### src/rtl/lamp_driver_if.sv
// lamp_driver_if: request/lamp bundle between the traffic controller and the
// lamp driver.
//   master : controller side, drives the 11 light requests and ClearConflict,
//            reads the lamp enables, BlinkPhase and Conflict.
//   slave  : lamp_driver side.
// Optional macro LAMP_SENSE_EN adds LampSense[7:0] (master -> slave) and
// LampFault (slave -> master).
interface lamp_driver_if;
   logic GreenA, YellowA, RedA, FlashingYellowA;
   logic GreenB, YellowB, RedB, FlashingYellowB;
   logic RedCrossing, GreenCrossing, FlashingGreenCrossing;
   logic ClearConflict;
   logic LampGA, LampYA, LampRA, LampGB, LampYB, LampRB, LampRC, LampGC;
   logic BlinkPhase;
   logic Conflict;
`ifdef LAMP_SENSE_EN
   logic [7:0] LampSense;
   logic       LampFault;
`endif

   modport master (
      output GreenA, YellowA, RedA, FlashingYellowA,
      output GreenB, YellowB, RedB, FlashingYellowB,
      output RedCrossing, GreenCrossing, FlashingGreenCrossing,
      output ClearConflict,
`ifdef LAMP_SENSE_EN
      output LampSense,
      input  LampFault,
`endif
      input  LampGA, LampYA, LampRA, LampGB, LampYB, LampRB, LampRC, LampGC,
      input  BlinkPhase, Conflict
   );

   modport slave (
      input  GreenA, YellowA, RedA, FlashingYellowA,
      input  GreenB, YellowB, RedB, FlashingYellowB,
      input  RedCrossing, GreenCrossing, FlashingGreenCrossing,
      input  ClearConflict,
`ifdef LAMP_SENSE_EN
      input  LampSense,
      output LampFault,
`endif
      output LampGA, LampYA, LampRA, LampGB, LampYB, LampRB, LampRC, LampGC,
      output BlinkPhase, Conflict
   );
endinterface

### src/rtl/lamp_driver.sv
// lamp_driver: converts the controller's light requests into registered lamp
// enables, generates the flash waveform and acts as a safety monitor that
// latches a flashing-yellow lockout on conflicting or dark request patterns.
// Ports:
//   Clk  - clock, all registers update on the falling edge
//   Rst  - asynchronous active-high reset (all-red, RUN)
//   bus  - lamp_driver_if.slave: requests, ClearConflict, lamp enables,
//          BlinkPhase, Conflict
// Optional macro LAMP_SENSE_EN: lamp current-sense monitoring (LampSense,
// LampFault); a persistent dark-while-enabled lamp also forces lockout.
module lamp_driver #(
   parameter int unsigned BLINK_HALF   = 4,
   parameter int unsigned CONFLICT_CYC = 2,
   parameter int unsigned CW           = 4
) (
   input  logic          Clk,
   input  logic          Rst,
   lamp_driver_if.slave  bus
);

   typedef enum logic {RUN, LOCKOUT} state_t;

   localparam logic [CW-1:0] BLINK_LAST = CW'(BLINK_HALF - 1);
   localparam logic [CW-1:0] CONF_MAX   = CW'(CONFLICT_CYC);

   // Lamp vector bit order: GA, YA, RA, GB, YB, RB, RC, GC (bit 0 first).
   localparam logic [7:0] LAMP_RESET = 8'b0110_0100;

   state_t        state_q, state_d;
   logic [CW-1:0] blink_cnt_q, blink_cnt_d;
   logic [CW-1:0] conf_cnt_q, conf_cnt_d;
   logic          phase_q, phase_d;
   logic [7:0]    lamp_q, lamp_d;

   logic flash, conflict, dark, bad, clear_ok, trip;

`ifdef LAMP_SENSE_EN
   logic [CW-1:0] fault_cnt_q, fault_cnt_d;
   logic          fault_q, fault_d;
   logic          lamp_fail;
`endif

   assign conflict = bus.GreenA & (bus.GreenB | bus.GreenCrossing | bus.FlashingGreenCrossing);
   assign dark     = ~(bus.GreenA | bus.YellowA | bus.RedA | bus.FlashingYellowA)
                   | ~(bus.GreenB | bus.YellowB | bus.RedB | bus.FlashingYellowB);
   assign bad      = conflict | dark;
   assign flash    = bus.FlashingYellowA | bus.FlashingYellowB | bus.FlashingGreenCrossing
                   | (state_q == LOCKOUT);
   assign clear_ok = (state_q == LOCKOUT) & bus.ClearConflict & ~bad;

   always_comb begin
      state_d     = state_q;
      blink_cnt_d = blink_cnt_q;
      phase_d     = phase_q;
      conf_cnt_d  = '0;
      lamp_d      = '0;

      if (bad)
         conf_cnt_d = (conf_cnt_q == CONF_MAX) ? conf_cnt_q : conf_cnt_q + CW'(1);

`ifdef LAMP_SENSE_EN
      lamp_fail   = |(lamp_q & ~bus.LampSense);
      fault_cnt_d = '0;
      if (lamp_fail)
         fault_cnt_d = (fault_cnt_q == CONF_MAX) ? fault_cnt_q : fault_cnt_q + CW'(1);
      fault_d = fault_q | (fault_cnt_d == CONF_MAX);
      if (clear_ok) begin
         fault_d     = 1'b0;
         fault_cnt_d = '0;
      end
      trip = (conf_cnt_d == CONF_MAX) | fault_d;
`else
      trip = (conf_cnt_d == CONF_MAX);
`endif

      unique case (state_q)
         RUN:     if (trip)     state_d = LOCKOUT;
         LOCKOUT: if (clear_ok) state_d = RUN;
         default:               state_d = RUN;
      endcase

      if (!flash) begin
         blink_cnt_d = '0;
         phase_d     = 1'b1;
      end else if (blink_cnt_q == BLINK_LAST) begin
         blink_cnt_d = '0;
         phase_d     = ~phase_q;
      end else begin
         blink_cnt_d = blink_cnt_q + CW'(1);
      end

      if (state_q == RUN && state_d == LOCKOUT) begin
         blink_cnt_d = '0;
         phase_d     = 1'b1;
      end

      // Lamps gate on the BlinkPhase value present at the sampling edge, so a
      // fresh flash request shows a full BLINK_HALF lit half on the lamps.
      if (state_d == LOCKOUT) begin
         lamp_d[1] = phase_q;
         lamp_d[4] = phase_q;
      end else begin
         lamp_d[0] = bus.GreenA;
         lamp_d[1] = bus.YellowA | (bus.FlashingYellowA & phase_q);
         lamp_d[2] = bus.RedA;
         lamp_d[3] = bus.GreenB;
         lamp_d[4] = bus.YellowB | (bus.FlashingYellowB & phase_q);
         lamp_d[5] = bus.RedB;
         lamp_d[6] = bus.RedCrossing;
         lamp_d[7] = bus.GreenCrossing | (bus.FlashingGreenCrossing & phase_q);
      end
   end

   always_ff @(negedge Clk or posedge Rst) begin
      if (Rst) begin
         state_q     <= RUN;
         blink_cnt_q <= '0;
         conf_cnt_q  <= '0;
         phase_q     <= 1'b1;
         lamp_q      <= LAMP_RESET;
      end else begin
         state_q     <= state_d;
         blink_cnt_q <= blink_cnt_d;
         conf_cnt_q  <= conf_cnt_d;
         phase_q     <= phase_d;
         lamp_q      <= lamp_d;
      end
   end

`ifdef LAMP_SENSE_EN
   always_ff @(negedge Clk or posedge Rst) begin
      if (Rst) begin
         fault_cnt_q <= '0;
         fault_q     <= 1'b0;
      end else begin
         fault_cnt_q <= fault_cnt_d;
         fault_q     <= fault_d;
      end
   end
   assign bus.LampFault = fault_q;
`endif

   assign bus.LampGA     = lamp_q[0];
   assign bus.LampYA     = lamp_q[1];
   assign bus.LampRA     = lamp_q[2];
   assign bus.LampGB     = lamp_q[3];
   assign bus.LampYB     = lamp_q[4];
   assign bus.LampRB     = lamp_q[5];
   assign bus.LampRC     = lamp_q[6];
   assign bus.LampGC     = lamp_q[7];
   assign bus.BlinkPhase = phase_q;
   assign bus.Conflict   = (state_q == LOCKOUT);

endmodule

### src/flat_wrapper.sv
// flat-port wrapper written by rule: the top's interface ports become plain ports
module lamp_driver_flat 
#(
   parameter int unsigned BLINK_HALF   = 4,
   parameter int unsigned CONFLICT_CYC = 2,
   parameter int unsigned CW           = 4
)
  (Clk, Rst, bus_GreenA, bus_YellowA, bus_RedA, bus_FlashingYellowA, bus_GreenB, bus_YellowB, bus_RedB, bus_FlashingYellowB, bus_RedCrossing, bus_GreenCrossing, bus_FlashingGreenCrossing, bus_ClearConflict, bus_LampGA, bus_LampYA, bus_LampRA, bus_LampGB, bus_LampYB, bus_LampRB, bus_LampRC, bus_LampGC, bus_BlinkPhase, bus_Conflict);
  lamp_driver_if bus_i ();
  input  logic Clk;
  input  logic Rst;
  input wire logic [$bits(bus_i.GreenA)-1:0] bus_GreenA;
  input wire logic [$bits(bus_i.YellowA)-1:0] bus_YellowA;
  input wire logic [$bits(bus_i.RedA)-1:0] bus_RedA;
  input wire logic [$bits(bus_i.FlashingYellowA)-1:0] bus_FlashingYellowA;
  input wire logic [$bits(bus_i.GreenB)-1:0] bus_GreenB;
  input wire logic [$bits(bus_i.YellowB)-1:0] bus_YellowB;
  input wire logic [$bits(bus_i.RedB)-1:0] bus_RedB;
  input wire logic [$bits(bus_i.FlashingYellowB)-1:0] bus_FlashingYellowB;
  input wire logic [$bits(bus_i.RedCrossing)-1:0] bus_RedCrossing;
  input wire logic [$bits(bus_i.GreenCrossing)-1:0] bus_GreenCrossing;
  input wire logic [$bits(bus_i.FlashingGreenCrossing)-1:0] bus_FlashingGreenCrossing;
  input wire logic [$bits(bus_i.ClearConflict)-1:0] bus_ClearConflict;
  output wire logic [$bits(bus_i.LampGA)-1:0] bus_LampGA;
  output wire logic [$bits(bus_i.LampYA)-1:0] bus_LampYA;
  output wire logic [$bits(bus_i.LampRA)-1:0] bus_LampRA;
  output wire logic [$bits(bus_i.LampGB)-1:0] bus_LampGB;
  output wire logic [$bits(bus_i.LampYB)-1:0] bus_LampYB;
  output wire logic [$bits(bus_i.LampRB)-1:0] bus_LampRB;
  output wire logic [$bits(bus_i.LampRC)-1:0] bus_LampRC;
  output wire logic [$bits(bus_i.LampGC)-1:0] bus_LampGC;
  output wire logic [$bits(bus_i.BlinkPhase)-1:0] bus_BlinkPhase;
  output wire logic [$bits(bus_i.Conflict)-1:0] bus_Conflict;
  assign bus_i.GreenA = bus_GreenA;
  assign bus_i.YellowA = bus_YellowA;
  assign bus_i.RedA = bus_RedA;
  assign bus_i.FlashingYellowA = bus_FlashingYellowA;
  assign bus_i.GreenB = bus_GreenB;
  assign bus_i.YellowB = bus_YellowB;
  assign bus_i.RedB = bus_RedB;
  assign bus_i.FlashingYellowB = bus_FlashingYellowB;
  assign bus_i.RedCrossing = bus_RedCrossing;
  assign bus_i.GreenCrossing = bus_GreenCrossing;
  assign bus_i.FlashingGreenCrossing = bus_FlashingGreenCrossing;
  assign bus_i.ClearConflict = bus_ClearConflict;
  assign bus_LampGA = bus_i.LampGA;
  assign bus_LampYA = bus_i.LampYA;
  assign bus_LampRA = bus_i.LampRA;
  assign bus_LampGB = bus_i.LampGB;
  assign bus_LampYB = bus_i.LampYB;
  assign bus_LampRB = bus_i.LampRB;
  assign bus_LampRC = bus_i.LampRC;
  assign bus_LampGC = bus_i.LampGC;
  assign bus_BlinkPhase = bus_i.BlinkPhase;
  assign bus_Conflict = bus_i.Conflict;
  lamp_driver #(.BLINK_HALF(BLINK_HALF), .CONFLICT_CYC(CONFLICT_CYC), .CW(CW)) u_core (.Clk(Clk), .Rst(Rst), .bus(bus_i));
endmodule
### config.mk
export PLATFORM = sky130hd
export DESIGN_NAME = lamp_driver_flat
export DESIGN_NICKNAME = d
export VERILOG_FILES = /design/src/rtl/lamp_driver_if.sv /design/src/rtl/lamp_driver.sv /design/src/flat_wrapper.sv
export SDC_FILE = /design/constraint.sdc
export NUM_CORES = 1
export LEC_CHECK = 0
export CAP_MARGIN = 20
export CORE_ASPECT_RATIO = 0.7
export CORE_UTILIZATION = 35
export CTS_CLUSTER_SIZE = 20
export DETAILED_ROUTE_END_ITERATION = 8
export SLEW_MARGIN = 10
export SYNTH_ARGS = -nofsm -noshare
export SYNTH_HDL_FRONTEND = slang
export SYNTH_SLANG_ARGS = --single-unit
### constraint.sdc
create_clock -name Clk -period 2.4 [get_ports Clk]
set_input_delay 0.36 -clock Clk [delete_from_list [all_inputs] [get_ports Clk]]
set_output_delay 0.36 -clock Clk [all_outputs]
set_load 0.02 [all_outputs]
### Yosys cells after proc, flatten, opt, wreduce, memory -nomap -nowiden

Cells that the tools add are included.

| storage, ports and cells | value |
|---|---|
| flip-flop bits (word level) | 18 |
| input bits | 14 |
| output and inout port bits | 10 |
| logic and storage cells | 55 |

| operators by class | value |
|---|---|
| add/sub/neg operators | 2 |
| equality and inequality tests | 4 |
| multiplexer cells | 16 |
| bitwise gates (word level) | 27 |
| reductions and logical operators | 1 |

Operator list:

| operator | number |
|---|---|
| 4-bit two-way mux | 5 |
| 1-bit bitwise OR | 16 |
| 4-bit by 2-bit equality test with 1-bit output, second input constant | 3 |
| 4-bit by 1-bit adder with 4-bit output, second input constant | 2 |
| 1-bit two-way mux | 8 |
| 1-bit bitwise AND | 6 |
| 1-bit inverter | 5 |
| 3-bit two-way mux | 1 |
| 3-bit != test, second input constant | 1 |
| 2-bit two-way mux | 1 |
| 1-bit case mux with 2 select lines | 1 |
| 1-bit logical AND | 1 |

### Logic depth before layout (Yosys ltp)

Gate-level depths: netlist of run 1.

| logic depth | value |
|---|---|
| depth in word-level cells | 12 |
| gate-level depth with buffers | 7 |

==> run metrics, run 1 <==
cts bufs inserted=3; Die Y=43.4 um; total power=1.58 mW; syn nets=91; sequential element share of the synthesized area=53.1%; routed vias/inst=4.69; Setup violations, final=21; n_diodes=0; Core ar.=2220 um^2; Max Cap Violations=0; CP Data Arrival Time=1600 ps; CTS tree=done; chip width=61.1 um; Cell Chain, Critical Path=buf_8, nor4_4, nor3_4, buf_6, nor2_4, buf_6, a21oi_4, a221o_1; Mapped Cells=74; Hold-fix buffers, CTS=0; DRC=0; Cell variety after synth=34; Synth Warn #=0; Worst VDD drop=488 uV; Max Transition Viols Final=0; starting DRC count in detailed routing=15; outcome=finished with violations; Clock Power Share=11.6%; worst slew pin tran=539 ps; HPWL Detailed=1.56 mm; vias after detailed routing=727; CP required=1350 ps; failing checks=setup timing; synthesis-stage register bit count=18; share of cells above drive strength 1=56.1%; Fill cells=187; most used cell, CP=buf_6; CP Launch Type=primary input; Max Root-Sink Buffers=2; number of global-route vias before repair=708; Detail Route Antenna Nets=0; aggregate global-route resource usage=19.6%; HP Class=reg2reg; final wirelength=2.19 mm; Layout Area Growth over Synthesis=69.6%; critical path endpoint category=flip-flop; number of I/O pins=24; drt first pass iters=4; Combinational Power Share=55.8%; IO buf count=23; clk_skew=66.6 ps; Crit Path Class=in2reg; area of the die=2650 um^2; FP Rows=14; first-pass GRT wire length=3.64 mm; Max Fanout on Critical Path=4; Netlist Area Pre-Place=857 um^2; sequential share of power=32.6%; Psw=0.580 mW; CP peak stage delay=320 ps; insertion delay to the later sink of the worst-skew pair=360 ps; CP max-delay cell=nor4_4; starting density of the core=38.5%; PwrDens=1090 nW/um^2; Internal Pwr Total=1.00 mW; Avg Inst Size Synth=11.6 um^2; Final GP Congestion=0.859; largest net degree at the start of global routing=12; Max H-tree Level=1; Hold Vio Cnt, Final=0; post-route setup slack=-253 ps; RSZ-0062 raised after global routing=true; Clock Pin Slew Worst Setup and Hold Paths=70 ps; initial antenna violation count=0; # clock sinks=18; total grt overflow=0; NumNets Final=141; post-DR wirelength/cell=14.1 um; CTS root buffer=clkbuf_4; Leakage=0.667 nW; setup TNS=-3440 ps; Slew HR=64.0%; Sw Share=36.7%; final core occ=65.4%
-- worst max-delay path, delay by kind of cell --
family	cells	cell delay, ps
and+or+nand+nor	3	510
AOI/OAI and AO/OA	2	380
buffers and inverters	3	350
-- area by class of cell --
class                   count  area, um^2  share of cell area, %
clock inverters             4        15.0                   1.03
well taps                  32        40.0                   2.75
clock buffers               4        26.3                   1.81
flip-flops and latches     18         455                   31.3
repair buffers             43         423                   29.1
inverters                   4        15.0                   1.03
multi-input cells          50         479                   33.0
-- synthesized netlist by cell type, drive strengths merged --
| cell | instances | area [um^2] |
|---|---|---|
| ha | 3 | 37.5 |
| and3b | 1 | 8.76 |
| or4b | 1 | 13.8 |
| a221o | 2 | 20.0 |
| nand3 | 3 | 15.0 |
| xor2 | 1 | 8.76 |
| a311oi | 1 | 26.3 |
| o21ai | 1 | 5.00 |
| dfstp | 4 | 105 |
| nand3b | 2 | 15.0 |
| inv | 5 | 18.8 |
| o31a | 1 | 8.76 |
| a21oi | 5 | 28.8 |
| nor3b | 1 | 7.51 |
| a21boi | 1 | 7.51 |
| dfrtn | 14 | 350 |
| or3 | 1 | 6.26 |
| buf | 1 | 3.75 |
| nor2b | 1 | 6.26 |
| nand2b | 4 | 27.5 |
| nor4 | 3 | 18.8 |
| and2 | 6 | 38.8 |
| nor2 | 3 | 13.8 |
| xnor2 | 2 | 17.5 |
| nand2 | 1 | 3.75 |
| nor3 | 3 | 20.0 |
| a21o | 3 | 23.8 |
-- sequential cells by signal (all words and copies together), names as in the netlist --
register	cells
u_core.blink_cnt_q	4
u_core.bus.BlinkPhase	1
u_core.bus.Conflict	1
u_core.conf_cnt_q	4
u_core.lamp_q	8
-- per-stage QoR --
stage / instances / instance area [um^2] / hold WS [ps] / worst slack [ps]
final: 155 / 1450 / 504 / -253
after global routing: 155 / 1450 / 569 / -303
after CTS: 152 / 1390 / 488 / -209
after detailed placement: 139 / 1260 / 525 / -966
after global placement: 139 / 1260 / 482 / -943
after floorplan: 74 / 895 / 450 / -403
-- worst paths after layout --
kind,from,endpoint,slack (ps),cells past startpoint
hold / removal,u_core.blink_cnt_q[0]$_DFF_NP0_,u_core.blink_cnt_q[0]$_DFF_NP0_,500,1
setup / recovery,bus_FlashingYellowB,u_core.lamp_q[4]$_DFF_NP0_,-250,8
max in group asynchronous,Rst,u_core.blink_cnt_q[1]$_DFF_NP0_,570,3
setup reg to reg,u_core.conf_cnt_q[0]$_DFF_NP0_,u_core.lamp_q[4]$_DFF_NP0_,70,7
hold reg to reg,u_core.blink_cnt_q[0]$_DFF_NP0_,u_core.blink_cnt_q[0]$_DFF_NP0_,500,1
min in group asynchronous,Rst,u_core.lamp_q[0]$_DFF_NP0_,1420,2
-- layout by cell type, fill, tap and decap left out, types with 3 or more instances in the layout --
master            n
clkdlybuf4s50_1   3
nand3_1           3
and2_4            4
buf_2             4
clkbuf_4          3
buf_6            21
buf_4            12
dfstp_2           4
dfrtn_1          14
inv_1             6
ha_1              3
-- power groups by stage --
stage	registers [mW]	clock network (mW)	logic, mW
2_1_floorplan	0.579	0.0130	0.308
3_3_place_gp	0.499	0.0130	0.654
3_5_place_dp	0.504	0.0130	0.656
4_1_cts	0.506	0.188	0.817
5_1_grt	0.531	0.210	0.951
6_report	0.514	0.184	0.881
-- cell families after synthesis --
family	share of synthesized area (%)
compound gates	14.0
flops	53.1
fa+ha+maj	4.38
buf+inv	2.63
simple gates	22.8
xor+xnor	3.07
-- metal layers --
layer	part of all wire [%]	track usage, %	vias to the layer above
met3	6.4	6.87	0
met1	48	28.4	348
met5	0	0	-
met4	0	2.73	0
li1	-	-	361
met2	46	29.1	18
-- what timing repair did --
item	4_1_cts	5_1_grt
resized for setup	119	11
gates cloned	0	0
pin swaps	14	0
endpoints found under the setup margin	28	28
setup buffers	7	3
hold endpoints to repair	0	0
Power figures use the tool's default switching activity.
==> inputs of run 2 (changes only) <==
--- a/config.mk
+++ b/config.mk
@@ -7,8 +7,8 @@
 export LEC_CHECK = 0
 export CAP_MARGIN = 20
 export CORE_ASPECT_RATIO = 0.7
+export CORE_MARGIN = 3
 export CORE_UTILIZATION = 35
-export CTS_CLUSTER_SIZE = 20
 export DETAILED_ROUTE_END_ITERATION = 8
 export SLEW_MARGIN = 10
 export SYNTH_ARGS = -nofsm -noshare
==> run 2 against run 1 <==
Net effect:
- the flow still finishes with violations (setup timing)
- combinational power down 8.2%
- total power down 4.5%
- highest routed layer is now met4
- cell count down 1.9%
- critical path type unchanged
- setup slack worse by 14 ps
- first-iteration DRC count unchanged
- sequential cell count unchanged
- via count down 1.2%
- worst hold slack worse by 9.3 ps
==> run metrics, run 2 (same netlist as run 1, synthesis figures left out) <==
IO buf count=23 (unchanged); cell area after placement=1250 um^2 (was 1260 um^2); Detail Route Antenna Nets=0 (unchanged); crit path launch=bus_GreenCrossing (was bus_FlashingYellowB); Max Cap Violations=0 (unchanged); worst slack, placed=-966 ps (about the same); post-route setup slack=-266 ps (was -253 ps); chip width=65.1 um (was 61.1 um); # clock sinks=18 (unchanged); Crit Path Class=in2reg (unchanged); vias after detailed routing=718 (was 727); final wirelength=2.15 mm (was 2.19 mm); insertion delay to the later sink of the worst-skew pair=360 ps (about the same); hold-critical path depth=1 (unchanged); n_diodes=0 (unchanged); starting density of the core=38.2% (was 38.5%); critical path endpoint category=flip-flop (unchanged); starting DRC count in detailed routing=15 (unchanged); clk_skew=69.8 ps (was 66.6 ps); number of global-route vias before repair=753 (was 708); critical path's top delay family=compound AO/OA/AOI/OAI gates (was simple AND/OR/NAND/NOR gates); first-pass GRT wire length=3.66 mm (was 3.64 mm); NumNets Final=138 (was 141); Max Transition Viols Final=0 (unchanged); max reg flops=8 (unchanged); cts bufs inserted=3 (unchanged); initial antenna violation count=0 (unchanged); HP Class=reg2reg (unchanged); total grt overflow=0 (unchanged); Reg2Reg Launch Point=u_core.conf_cnt_q[0]$_DFF_NP0_ (unchanged); Max Root-Sink Buffers=2 (unchanged); Final GP Congestion=0.725 (was 0.859); number of I/O pins=24 (unchanged); Hold Vio Cnt, Final=0 (unchanged); biggest regs=u_core.lamp_q: 8 flops, u_core.blink_cnt_q: 4 flops, u_core.conf_cnt_q: 4 flops (unchanged); Most flops, register=u_core.lamp_q (unchanged); critical hold path startpoint=u_core.blink_cnt_q[0]$_DFF_NP0_ (unchanged); Core ar.=2240 um^2 (was 2220 um^2); reg2reg setup slack=130 ps (was 70 ps); post-DR wirelength/cell=14.2 um (was 14.1 um); Setup violations, final=20 (was 21); Hold Path End=u_core.blink_cnt_q[0]$_DFF_NP0_ (unchanged); share of cells above drive strength 1=55.0% (was 56.1%); setup TNS=-2690 ps (was -3440 ps); commonest non-fill, non-tap cell in the layout=buf_6 (unchanged); DP Cell Count=138 (was 139); routed vias/inst=4.72 (was 4.69); failing checks=setup timing (unchanged); Worst VDD drop=525 uV (was 488 uV); Slew HR=77.8% (was 64.0%); CTS root buffer=clkbuf_4 (unchanged); Leakage=0.653 nW (was 0.667 nW); Critical R2R Capture=u_core.lamp_q[4]$_DFF_NP0_ (unchanged); Crit path buffers/inverters=1 (was 3); worst r2r path cells=7 (unchanged); Fill cells=203 (was 187); outcome=finished with violations (unchanged); most frequent cells in the layout=buf_6, dfrtn_1, buf_4 (unchanged); area of the die=3090 um^2 (was 2650 um^2); Max Fanout on Critical Path=4 (unchanged); Clock Pin Slew Worst Setup and Hold Paths=80 ps (was 70 ps); Cell Chain, Critical Path=buf_6, o31a_1, nor3_4, nor2_4, and2_4, a221o_1 (was buf_8, nor4_4, nor3_4, buf_6, nor2_4, buf_6, a21oi_4, a221o_1); HPWL Detailed=1.54 mm (was 1.56 mm); CTS tree=done (unchanged); cell area after layout=1400 um^2 (was 1450 um^2); DRC=0 (unchanged); Max H-tree Level=1 (unchanged); CP required=1360 ps (was 1350 ps); CP Data Arrival Time=1620 ps (was 1600 ps); CP max-delay cell=o31a_1 (was nor4_4); aggregate global-route resource usage=16.8% (was 19.6%); WP depth=6 (was 8); largest net degree at the start of global routing=12 (unchanged); RSZ-0062 raised after global routing=true (unchanged); Die Y=47.4 um (was 43.4 um); CP peak stage delay=330 ps (was 320 ps); PwrDens=1080 nW/um^2 (was 1090 nW/um^2); worst slew pin tran=332 ps (was 539 ps); drt first pass iters=4 (unchanged); CP Launch Type=primary input (unchanged); FP Rows=14 (unchanged); final core occ=62.6% (was 65.4%); Layout Area Growth over Synthesis=63.8% (was 69.6%); Non-Filler Instances=152 (was 155)
==> run 2: report_power, final <==
part	leakage (nW)	switching (mW)	total (mW)	internal (mW)
sequential	0.218	0.0783	0.513	0.435
clock	0.0390	0.116	0.187	0.0707
combinational	0.396	0.362	0.809	0.447
total	0.653	0.556	1.51	0.953
==> run 2: worst register-to-register path, stage by stage, from the launching register on <==
cell and delay (ps):
dfrtn_1 490, inv_2 60, ha_1 200, nand2b_2 90, or4b_4 470, a311oi_4 350
a21oi_4 140, a221o_1 330
==> run 2: how the worst max path moves through the flow <==
stage | to | slack (ps)
after floorplan | u_core.lamp_q[1]$_DFF_NP0_ | -400
after global placement | u_core.lamp_q[4]$_DFF_NP0_ | -920
after detailed placement | u_core.lamp_q[1]$_DFF_NP0_ | -970
after CTS | u_core.lamp_q[1]$_DFF_NP0_ | -220
after global routing | u_core.lamp_q[1]$_DFF_NP0_ | -280
final | u_core.lamp_q[1]$_DFF_NP0_ | -270
==> run 2: layout make-up <==
type	instances	area [um^2]	share of cell area [%]
sequential	18	455	32.4
multi-input combinational	50	455	32.4
timing repair buffer	40	395	28.2
tap	32	40.0	2.85
clock buffer	3	22.5	1.60
clock inverter	5	20.0	1.43
inverter	4	15.0	1.07
==> run 2: what timing repair did <==
item                                    4_1_cts  5_1_grt
buffers inserted                              7        1
endpoints found under the setup margin       28       25
pin swaps                                    10        3
hold buffers                                  0        0
resized for setup                           121        5
==> run 2: metrics by stage <==
step           power, mW  hold slack [ps]
2_1_floorplan      0.900              450
3_3_place_gp        1.16              471
3_5_place_dp        1.17              498
4_1_cts             1.51              483
5_1_grt             1.62              515
6_report            1.51              495
==> run 2: per-layer routing <==
layer,routed length [um],global-route usage (%)
met3,159,6.94
met1,936,19.4
met5,0,0
met2,1030,29.1
met4,29,5.79
==> inputs of run 3 (changes only) <==
--- a/config.mk
+++ b/config.mk
@@ -10,6 +10,7 @@
 export CORE_MARGIN = 3
 export CORE_UTILIZATION = 35
 export DETAILED_ROUTE_END_ITERATION = 8
+export PLACE_DENSITY = 0.73
 export SLEW_MARGIN = 10
 export SYNTH_ARGS = -nofsm -noshare
 export SYNTH_HDL_FRONTEND = slang
==> run 3 against run 2 <==
Net effect:
- the run still ends with setup timing left
- setup slack got worse by 29 ps
- global-route usage increased by 0.61 points
- critical path depth unchanged
- design area increased by 0.98%
- via count increased by 8.6%
- clock power about the same
- largest cell class is now multi-input combinational cells
- largest power group unchanged
- highest routed layer unchanged
==> run metrics, run 3 (same netlist as run 1, synthesis figures left out) <==
cts bufs inserted=3 (unchanged); Leakage=0.658 nW (was 0.653 nW); max reg flops=8 (unchanged); biggest regs=u_core.lamp_q: 8 flops, u_core.blink_cnt_q: 4 flops, u_core.conf_cnt_q: 4 flops (unchanged); Setup violations, final=20 (unchanged); Max Fanout on Critical Path=4 (unchanged); post-DR wirelength/cell=15.9 um (was 14.2 um); DRC=0 (unchanged); aggregate global-route resource usage=17.4% (was 16.8%); failing checks=setup timing (unchanged); Hold Path End=u_core.blink_cnt_q[0]$_DFF_NP0_ (unchanged); largest net degree at the start of global routing=11 (was 12); worst r2r path cells=7 (unchanged); HP Class=reg2reg (unchanged); starting density of the core=38.2% (unchanged); Most flops, register=u_core.lamp_q (unchanged); FP Rows=14 (unchanged); insertion delay to the later sink of the worst-skew pair=370 ps (was 360 ps); Cell Chain, Critical Path=buf_6, o31a_1, nor3_4, nor2_4, and2_4, a221o_1 (unchanged); Detail Route Antenna Nets=0 (unchanged); WHS=500 ps (was 495 ps); CP Launch Type=primary input (unchanged); clk_skew=75.4 ps (was 69.8 ps); Crit Path Class=in2reg (unchanged); first-pass GRT wire length=3.89 mm (was 3.66 mm); n_diodes=0 (unchanged); hold-critical path depth=1 (unchanged); most frequent cells in the layout=buf_6, buf_4, dfrtn_1 (was buf_6, dfrtn_1, buf_4); CTS tree=done (unchanged); vias after detailed routing=780 (was 718); commonest non-fill, non-tap cell in the layout=buf_6 (unchanged); critical hold path startpoint=u_core.blink_cnt_q[0]$_DFF_NP0_ (unchanged); initial antenna violation count=0 (unchanged); Max Root-Sink Buffers=2 (unchanged); final wirelength=2.44 mm (was 2.15 mm); area of the die=3090 um^2 (unchanged); number of I/O pins=24 (unchanged); Reg2Reg Launch Point=u_core.conf_cnt_q[0]$_DFF_NP0_ (unchanged); Fill cells=174 (was 203); Max Cap Violations=0 (unchanged); post-route setup slack=-295 ps (was -266 ps); CP Data Arrival Time=1640 ps (was 1620 ps); HPWL Detailed=1.61 mm (was 1.54 mm); CP required=1350 ps (was 1360 ps); cell area after placement=1250 um^2 (about the same); NumNets Final=139 (was 138); RSZ-0062 raised after global routing=true (unchanged); share of cells above drive strength 1=57.9% (was 55.0%); CTS root buffer=clkbuf_4 (unchanged); Core ar.=2240 um^2 (unchanged); Max H-tree Level=1 (unchanged); outcome=finished with violations (unchanged); Max Transition Viols Final=0 (unchanged); routed vias/inst=5.10 (was 4.72); CP max-delay cell=a221o_1 (was o31a_1); # clock sinks=18 (unchanged); IO buf count=23 (unchanged); Hold Vio Cnt, Final=0 (unchanged); Final GP Congestion=0.873 (was 0.725); worst slew pin tran=426 ps (was 332 ps); PwrDens=1130 nW/um^2 (was 1080 nW/um^2); Critical R2R Capture=u_core.lamp_q[1]$_DFF_NP0_ (was u_core.lamp_q[4]$_DFF_NP0_); Slew HR=71.3% (was 77.8%); starting DRC count in detailed routing=52 (was 15); cell area after layout=1420 um^2 (was 1400 um^2); reg2reg setup slack=-20 ps (was 130 ps); CP peak stage delay=350 ps (was 330 ps); Die Y=47.4 um (unchanged); drt first pass iters=4 (unchanged); critical path endpoint category=flip-flop (unchanged); total grt overflow=0 (unchanged); Clock Pin Slew Worst Setup and Hold Paths=80 ps (about the same); number of global-route vias before repair=749 (was 753); Layout Area Growth over Synthesis=65.4% (was 63.8%); chip width=65.1 um (unchanged); Worst VDD drop=418 uV (was 525 uV)
-- run 3: cell types whose count changed in the layout (fill, tap and decap cells not counted), moves of 2 or more --
cell,delta
buf_4,+2
buf_2,+2
nor3_2,+2
buf_6,-2
nor3_1,-2
-- run 3: what timing repair did --
item	CTS	global route
resized for setup	117	11
hold buffers	0	0
buffers inserted	7	0
endpoints found under the setup margin	28	25
pin swaps	10	3
-- run 3: final cells by class --
class	instances	area [um^2]	area share, %
Multi-Input combinational cell	50	487	34.3
Sequential cell	18	455	32.1
Timing Repair Buffer	41	378	26.7
Tap cell	32	40.0	2.82
Clock buffer	3	22.5	1.59
Clock inverter	5	20.0	1.41
Inverter	4	15.0	1.06
-- run 3: per-stage QoR --
stage                     setup TNS (ps)  setup slack (ps)  cells  util [%]  total power, mW
final                              -3190              -295    153      63.2             1.61
after global routing               -4220              -330    153      63.2             1.69
after CTS                          -2510              -220    153      61.5             1.51
after detailed placement          -16120              -956    140      55.8             1.17
after global placement            -15500              -926    140      55.8             1.16
after floorplan                    -3060              -403     74         -            0.900
-- run 3: worst max-delay path by stage --
stage	cells after the start	from	slack [ps]	end
5_1_grt	6	bus_GreenCrossing	-330	u_core.lamp_q[1]$_DFF_NP0_
3_3_place_gp	6	bus_GreenA	-930	u_core.lamp_q[1]$_DFF_NP0_
3_5_place_dp	6	bus_GreenB	-960	u_core.lamp_q[4]$_DFF_NP0_
4_1_cts	6	bus_GreenCrossing	-220	u_core.lamp_q[4]$_DFF_NP0_
2_1_floorplan	5	bus_FlashingGreenCrossing	-400	u_core.lamp_q[1]$_DFF_NP0_
6_report	6	bus_GreenCrossing	-290	u_core.lamp_q[1]$_DFF_NP0_
-- run 3: critical path, delay by kind of cell --
family / cells / cell delay (ps)
compound gates: 2 / 660
simple gates: 3 / 510
buf+inv: 1 / 90
-- run 3: per-layer routing --
layer | global-route usage, % | vias up | wire, um
met2 | 29.1 | 41 | 1210
met1 | 21.9 | 379 | 1010
li1 | - | 354 | -
met4 | 3.72 | 0 | 29
met5 | 0 | - | 0
met3 | 6.94 | 6 | 191
-- run 3: report_power, final --
group / switching [mW] / total (mW) / internal, mW / leakage (nW)
sequential: 0.0865 / 0.521 / 0.435 / 0.218
clock: 0.114 / 0.185 / 0.0707 / 0.0390
combinational: 0.418 / 0.900 / 0.483 / 0.402
total: 0.619 / 1.61 / 0.988 / 0.658
